$ cat src/rtl/frame_sync_tracker.sv
// Frame sync tracker: hunts for a periodic sync word, verifies it, locks and emits payload words.
// Optional frame counter is built only when FRAME_SYNC_CNT_EN is defined; otherwise frame_cnt is tied to 0.
module frame_sync_tracker #(
    parameter int unsigned DATA_SIZE   = 32,
    parameter int unsigned FRAME_WORDS = 16,
    parameter int unsigned LOCK_COUNT  = 3,
    parameter int unsigned MISS_COUNT  = 2
) (
    input  logic                           clk,
    input  logic                           rst,
    input  logic [DATA_SIZE-1:0]           i,
    input  logic                           match,
    output logic [DATA_SIZE-1:0]           o,
    output logic                           o_valid,
    output logic                           sof,
    output logic [$clog2(FRAME_WORDS)-1:0] word_idx,
    output logic                           locked,
    output logic                           lock_lost,
    output logic [15:0]                    frame_cnt
);
    localparam int unsigned PW = $clog2(FRAME_WORDS);
    localparam int unsigned HW = $clog2(LOCK_COUNT + 1);
    localparam int unsigned MW = $clog2(MISS_COUNT + 1);

    typedef enum logic [1:0] {HUNT, VERIFY, LOCK} state_e;

    state_e               state_q, state_d;
    logic [PW-1:0]        pos_q, pos_d, pos_inc;
    logic [HW-1:0]        hits_q, hits_d, hits_inc;
    logic [MW-1:0]        misses_q, misses_d, misses_inc;
    logic [DATA_SIZE-1:0] o_q, o_d;
    logic                 o_valid_q, o_valid_d;
    logic                 sof_q, sof_d;
    logic [PW-1:0]        word_idx_q, word_idx_d;
    logic                 locked_q, locked_d;
    logic                 lock_lost_q, lock_lost_d;
    logic                 at_sync;

    assign at_sync    = (pos_q == '0);
    assign pos_inc    = (pos_q == PW'(FRAME_WORDS - 1)) ? '0 : pos_q + PW'(1);
    assign hits_inc   = hits_q + HW'(1);
    assign misses_inc = misses_q + MW'(1);

    // Next-state and registered-output logic
    always_comb begin
        state_d     = state_q;
        pos_d       = pos_q;
        hits_d      = hits_q;
        misses_d    = misses_q;
        lock_lost_d = 1'b0;
        o_d         = o_q;
        o_valid_d   = 1'b0;
        sof_d       = 1'b0;
        word_idx_d  = word_idx_q;

        unique case (state_q)
            HUNT: begin
                if (match) begin
                    pos_d    = PW'(1);
                    hits_d   = HW'(1);
                    misses_d = '0;
                    state_d  = (LOCK_COUNT == 1) ? LOCK : VERIFY;
                end
            end
            VERIFY: begin
                pos_d = pos_inc;
                if (at_sync) begin
                    if (match) begin
                        hits_d = hits_inc;
                        if (hits_inc == HW'(LOCK_COUNT)) begin
                            state_d  = LOCK;
                            misses_d = '0;
                        end
                    end else begin
                        state_d = HUNT;
                        pos_d   = '0;
                    end
                end
            end
            LOCK: begin
                pos_d = pos_inc;
                if (at_sync) begin
                    if (match) begin
                        misses_d = '0;
                    end else begin
                        misses_d = misses_inc;
                        if (misses_inc == MW'(MISS_COUNT)) begin
                            state_d     = HUNT;
                            pos_d       = '0;
                            lock_lost_d = 1'b1;
                        end
                    end
                end else begin
                    o_d        = i;
                    o_valid_d  = 1'b1;
                    word_idx_d = pos_q;
                    sof_d      = (pos_q == PW'(1));
                end
            end
            default: begin
                state_d = HUNT;
                pos_d   = '0;
            end
        endcase

        locked_d = (state_d == LOCK);
    end

    always_ff @(posedge clk) begin
        if (rst) begin
            state_q     <= HUNT;
            pos_q       <= '0;
            hits_q      <= '0;
            misses_q    <= '0;
            o_q         <= '0;
            o_valid_q   <= 1'b0;
            sof_q       <= 1'b0;
            word_idx_q  <= '0;
            locked_q    <= 1'b0;
            lock_lost_q <= 1'b0;
        end else begin
            state_q     <= state_d;
            pos_q       <= pos_d;
            hits_q      <= hits_d;
            misses_q    <= misses_d;
            o_q         <= o_d;
            o_valid_q   <= o_valid_d;
            sof_q       <= sof_d;
            word_idx_q  <= word_idx_d;
            locked_q    <= locked_d;
            lock_lost_q <= lock_lost_d;
        end
    end

    assign o         = o_q;
    assign o_valid   = o_valid_q;
    assign sof       = sof_q;
    assign word_idx  = word_idx_q;
    assign locked    = locked_q;
    assign lock_lost = lock_lost_q;

`ifdef FRAME_SYNC_CNT_EN
    logic [15:0] fcnt_q, fcnt_d;

    // Counts every frame boundary seen in lock, hit or flywheeled; cleared on loss of lock
    always_comb begin
        fcnt_d = fcnt_q;
        if (state_q == LOCK && at_sync) begin
            if (lock_lost_d) begin
                fcnt_d = '0;
            end else if (fcnt_q != 16'hFFFF) begin
                fcnt_d = fcnt_q + 16'd1;
            end
        end
    end

    always_ff @(posedge clk) begin
        if (rst) begin
            fcnt_q <= '0;
        end else begin
            fcnt_q <= fcnt_d;
        end
    end

    assign frame_cnt = fcnt_q;
`else
    assign frame_cnt = '0;
`endif

endmodule

$ cat config.mk
export PLATFORM = sky130hd
export DESIGN_NAME = frame_sync_tracker
export DESIGN_NICKNAME = d
export VERILOG_FILES = /design/src/rtl/frame_sync_tracker.sv
export SDC_FILE = /design/constraint.sdc
export NUM_CORES = 1
export LEC_CHECK = 0
export ABC_AREA = 1
export CORE_ASPECT_RATIO = 1.4
export CORE_MARGIN = 1
export CORE_UTILIZATION = 38
export CTS_BUF_LIST = sky130_fd_sc_hd__clkbuf_16
export DETAILED_ROUTE_END_ITERATION = 12
export PLACE_DENSITY = 0.76
export SLEW_MARGIN = 20
export SYNTH_ARGS = -nofsm -noshare
export SYNTH_HDL_FRONTEND = slang
export SYNTH_SLANG_ARGS = --single-unit
$ cat constraint.sdc
create_clock -name clk -period 1.2 [get_ports clk]
set_input_delay 0.24 -clock clk [delete_from_list [all_inputs] [get_ports clk]]
set_output_delay 0.24 -clock clk [all_outputs]
set_load 0.02 [all_outputs]
# ---- Yosys cells after proc, flatten, opt, wreduce, memory -nomap -nowiden
# Index checks and enable logic that the tools add are counted.
# W data, S select, Z words.
dict set report word_totals {
  inputBits 35
  wordCells 66
  register_bits 50
  out_inout_bits 56
}
dict set report classes {
  bitwise 2
  n_eq_ne 12
  n_reduce_logical 10
  n_addsub 3
  mux 29
}
# op count
set op_table {}
lappend op_table {{$mux W2} 16}
lappend op_table {{$mux W4} 7}
lappend op_table {{$pmux W2 S3} 2}
lappend op_table {{$pmux W4 S3} 1}
lappend op_table {{$ne A2 B2 Y1 const B} 5}
lappend op_table {{$eq A2 B2 Y1 const B} 4}
lappend op_table {{$reduce_and A6 Y1} 1}
lappend op_table {{$add A2 B1 Y2 const B} 2}
lappend op_table {{$add A4 B1 Y4 const B} 1}
lappend op_table {{$eq A4 B1 Y1 const B} 1}
lappend op_table {{$eq A4 B4 Y1 const B} 1}
lappend op_table {{$logic_not A4 Y1} 1}
lappend op_table {{$pmux W2 S2} 1}
lappend op_table {{$reduce_and A4 Y1} 1}
lappend op_table {{$reduce_or A4 Y1} 1}
lappend op_table {{$reduce_bool A3 Y1} 1}
lappend op_table {{$reduce_or A3 Y1} 1}
lappend op_table {{$eq A2 B1 Y1 const B} 1}
lappend op_table {{$logic_not A2 Y1} 1}
lappend op_table {{$mux W1} 2}
lappend op_table {{$not A1 Y1} 2}
lappend op_table {{$reduce_and A2 Y1} 1}
lappend op_table {{$reduce_bool A2 Y1} 1}
lappend op_table {{$reduce_or A2 Y1} 1}

# ---- Longest topological paths before layout
dict set report logic_depth {
  depth_word 7
  mapped_depth 11
  depth_no_buf 11
}

# ---- Worst setup path before layout
# No wires, ideal clock.
dict set report synth_timing {
  kind {reg-to-reg}
  start {register pos_q[0]}
  end {register o_q[10], in the netlist o[10]}
  path_slack_ns -0.104
  required_ns 1.084
  stages_incl_launch_ff 8
  period_less_slack_ns 1.304
  arrival_ns 1.189
  setup_ns 0.116
  path_buffers 1
  cell_sequence {dfxtp_1 > inv_1 > ha_1 > nand2_4 > nand2_4 > buf_2 > o21ai_0 > nor2_1}
}
dict set report synth_between {
  elab_chain_cells 3
}
# element line_no
set synth_lines {}
lappend synth_lines {{start: declaration} 28} ;# logic [PW-1:0] pos_q, pos_d, pos_inc;
lappend synth_lines {{start signal: assignment} 123} ;# pos_q <= pos_d;
lappend synth_lines {{$logic_not A4 Y1} 39} ;# assign at_sync = (pos_q == '0);
lappend synth_lines {{$not A1 Y1 (no source line)} -}
lappend synth_lines {{$reduce_and A2 Y1 (no source line)} -}
lappend synth_lines {{end signal: assignment} 115} ;# o_q <= '0;
lappend synth_lines {{end signal: assignment} 126} ;# o_q <= o_d;
lappend synth_lines {{end: declaration} 31} ;# logic [DATA_SIZE-1:0] o_q, o_d;
# Every way passes these cells.
# A chain may end at the register's enable or synchronous reset.

# ---- Worst setup path after layout
dict set report layout_timing {
  start {register pos_q[1]}
  end {register hits_q[0]}
}
dict set report layout_between {
  elab_chain_cells 3
}
# element line_no
set layout_lines {}
lappend layout_lines {{$logic_not A4 Y1} 39}
lappend layout_lines {{$ne A2 B2 Y1 (no source line)} -}
lappend layout_lines {{$reduce_and A4 Y1 (no source line)} -}
lappend layout_lines {{end signal: assignment} 124} ;# hits_q <= hits_d;
lappend layout_lines {{end: declaration} 29} ;# logic [HW-1:0] hits_q, hits_d, hits_inc;
# Every way passes these cells.

==> key figures <==
Logic synthesis
  – Synthesized cell area: 2100 um2
  – Sequential-to-total area share from yosys stat: 47.8%
  – Mean area per synthesized cell: 7.82 um2
  – Yosys cell types: 26
  – Synth warn: 0
  – Mapped Cells: 268
  – Yosys reg bits: 50

Flow run
  – Max Cap Viol: 0

Placed design
  – Dpl hpwl: 3670 um
  – Port buffer count: 74
  – Post-Place Cell Area: 3040 um2
  – Place WS: -0.318 ns
  – RePlAce Congestion: 0.883

Floorplan
  – DIE HEIGHT: 89.9 um
  – Die area: 5820 um2
  – IO Pins: 91
  – Chip Width: 64.8 um
  – Core area: 5240 um2
  – Starting Density: 40.0%
  – Core Rows: 31

Finish
  – Share of cells above drive strength 1: 32.4%
  – Fin area: 3300 um2
  – # fillers: 462
  – Nets: 409
  – Layout Area Growth over Synthesis: 57.6%
  – N_diodes: 0

Detailed routing
  – DRC viols: 0
  – Routed Wire Length: 5390 um
  – Routed via count: 2040
  – Total iterations of the first detailed-routing run: 4
  – Vias/cell: 4.68
  – DR iter-0 viols: 108
  – Final ANT Viol Nets: 0
  – DR WL/cell: 12.4 um

Clock tree
  – CTS buffer count: 5
  – CTS tree: done
  – Max Root-Sink Buffers: 2
  – Sinks on Clock Net: 50
  – H-tree Lvls: 2
  – CTS Hold Bufs: 0
  – Clock insertion delay at the later pin of the skew report: 0.28 ns
  – Clock root buffer master: clkbuf_16
  – Worst-path clk slew: 0.07 ns

Timing
  – Final worst setup slack: -0.108 ns
  – Tcrit/Tclk final: 109%
  – Final hold violation count: 0
  – Final count of negative-setup-slack endpoints: 38
  – Max-slew violations: 0
  – Fmax: 765 MHz
  – Minimum clock period: 1.31 ns
  – RSZ-0062 raised after global routing: true
  – Clk_skew: 0.00501 ns

Setup path
  – Crit end category: flop
  – Critical Path Fanout Max: 4
  – Critical path required time: 1.38 ns
  – Worst R2R Path Depth: 7
  – WP data arrival: 1.49 ns
  – CP Launch Type: flop
  – Crit Path Class: reg2reg

Global routing
  – Largest net degree at the start of global routing: 41
  – Initial antenna violation count: 0
  – Gr usage total: 17.1%
  – Global-route wire length before repair: 8010 um
  – GRT Residual Overflow: 0
  – Vias in the first global route: 1832

Hold path
  – Worst Hold Class: reg2reg
  – Hold path depth: 2

Pwr
  – Leak: 1.42 nW
  – Tot Pwr: 3.59 mW
  – Worst IR Drop VDD: 0.685 mV
  – Pwr dens: 1090 nW/um2

Status
  – Failing checks: negative setup slack
  – Outcome: finished with violations
[metrics by stage]
stage | TNS (ns) | utilization (%) | hold WS [ns] | cells
floorplan | 0 | - | 0.386 | 283
CTS | -0.964 | 61.1 | 0.479 | 432
global placement | -3.48 | 58.1 | 0.443 | 422
detailed placement | -4.91 | 58.1 | 0.466 | 422
global route | -4.02 | 63.1 | 0.506 | 436
finish | -0.956 | 63.1 | 0.471 | 436
[state kept, by name, summed over array words and instances (netlist names)]
name,flops
o,32
pos_q,4
word_idx,4
hits_q,2
misses_q,2
state_q,2
lock_lost,1
locked,1
o_valid,1
sof,1
[path summary, 6_finish.rpt]
kind | start | to | slack, ns
hold reg to reg | word_idx[3] | word_idx[3] | 0.47
setup / recovery | pos_q[1] | hits_q[0] | -0.11
hold / removal | word_idx[3] | word_idx[3] | 0.47
setup reg to reg | pos_q[1] | hits_q[0] | -0.11
[logic make-up after synthesis]
family          count (synthesis)  share of synthesized area [%]
simple gates                  108                           21.7
other cells                     1                          0.179
xor+xnor                        1                          0.418
flops                          50                           47.8
buf+inv                        47                           12.9
fa+ha+maj                       5                           2.99
compound gates                 56                           14.1
[synthesized netlist by cell type]
master	n	share of area, %
nor2_1	75	13
dfxtp_1	50	48
o21ai_0	27	6.4
inv_1	18	3.2
buf_4	17	6.1
nand2_1	16	2.9
a21oi_1	12	2.9
o21ai_1	12	2.9
nand3_1	8	1.9
ha_1	5	3.0
buf_2	4	0.96
buf_6	3	1.6
clkbuf_1	3	0.54
nor3_1	3	0.72
nand2_4	2	1.1
nor2_4	2	1.1
o211ai_1	2	0.72
a21oi_2	1	0.42
a221oi_1	1	0.42
and3_1	1	0.30
conb_1	1	0.18
inv_2	1	0.18
inv_4	1	0.30
nand2_2	1	0.30
o21bai_1	1	0.36
xor2_1	1	0.42
[what timing repair did]
action	4_1_cts	5_1_grt
pin swaps	10	14
setup buffers	2	3
resized for setup	76	100
gates cloned	0	1
endpoints found under the setup margin	81	79
[per-layer routing]
layer	track usage [%]	share of wire (%)	vias to the layer above
met5	0	0	-
met2	30.7	53	68
li1	-	-	1030
met3	3.55	5.6	8
met4	5.19	1.5	0
met1	19.7	40	934
[layout by cell type (no fill, tap or decap), types with 3 or more instances in the layout]
cell type        synthesis  final
clkbuf_2                 0     27
buf_6                    3      3
a21oi_1                 12      9
nor2_1                  75     55
nand3_1                  8      3
dfxtp_2                  0      5
nand2_1                 16     13
o21ai_1                 12     33
nand3_2                  0      5
nor2_2                   0     18
clkbuf_16                0      6
clkdlybuf4s15_1          0      9
a21oi_2                  1      4
dfxtp_1                 50     45
buf_12                   0      5
inv_1                   18     14
dlygate4sd2_1            0      5
o21ai_0                 27      6
inv_2                    1      4
nand2_2                  1      4
buf_4                   17     23
conb_1                   1     16
nor2_4                   2      4
clkdlybuf4s50_1          0     33
[worst max-delay path, stage by stage (launching register included)]
cell	delay [ns]
dfxtp_2	0.34
inv_2	0.05
ha_4	0.18
nand2_8	0.11
buf_6	0.11
buf_6	0.08
nor2_1	0.04
a221oi_1	0.31
[final cells by class]
type	instances	area [um2]	area share [%]
multi-input cells	186	1050	31.7
flip-flops and latches	50	1010	30.5
repair buffers	106	931	28.2
clock buffers	5	125	3.79
inverters	20	82.6	2.50
well taps	66	82.6	2.50
clock inverters	3	28.8	0.871
[report_power, final]
part	internal [mW]	switching, mW
sequential	1.68	0.0143
combinational	0.236	0.232
clock	0.794	0.632
Power figures use the tool's default switching activity.
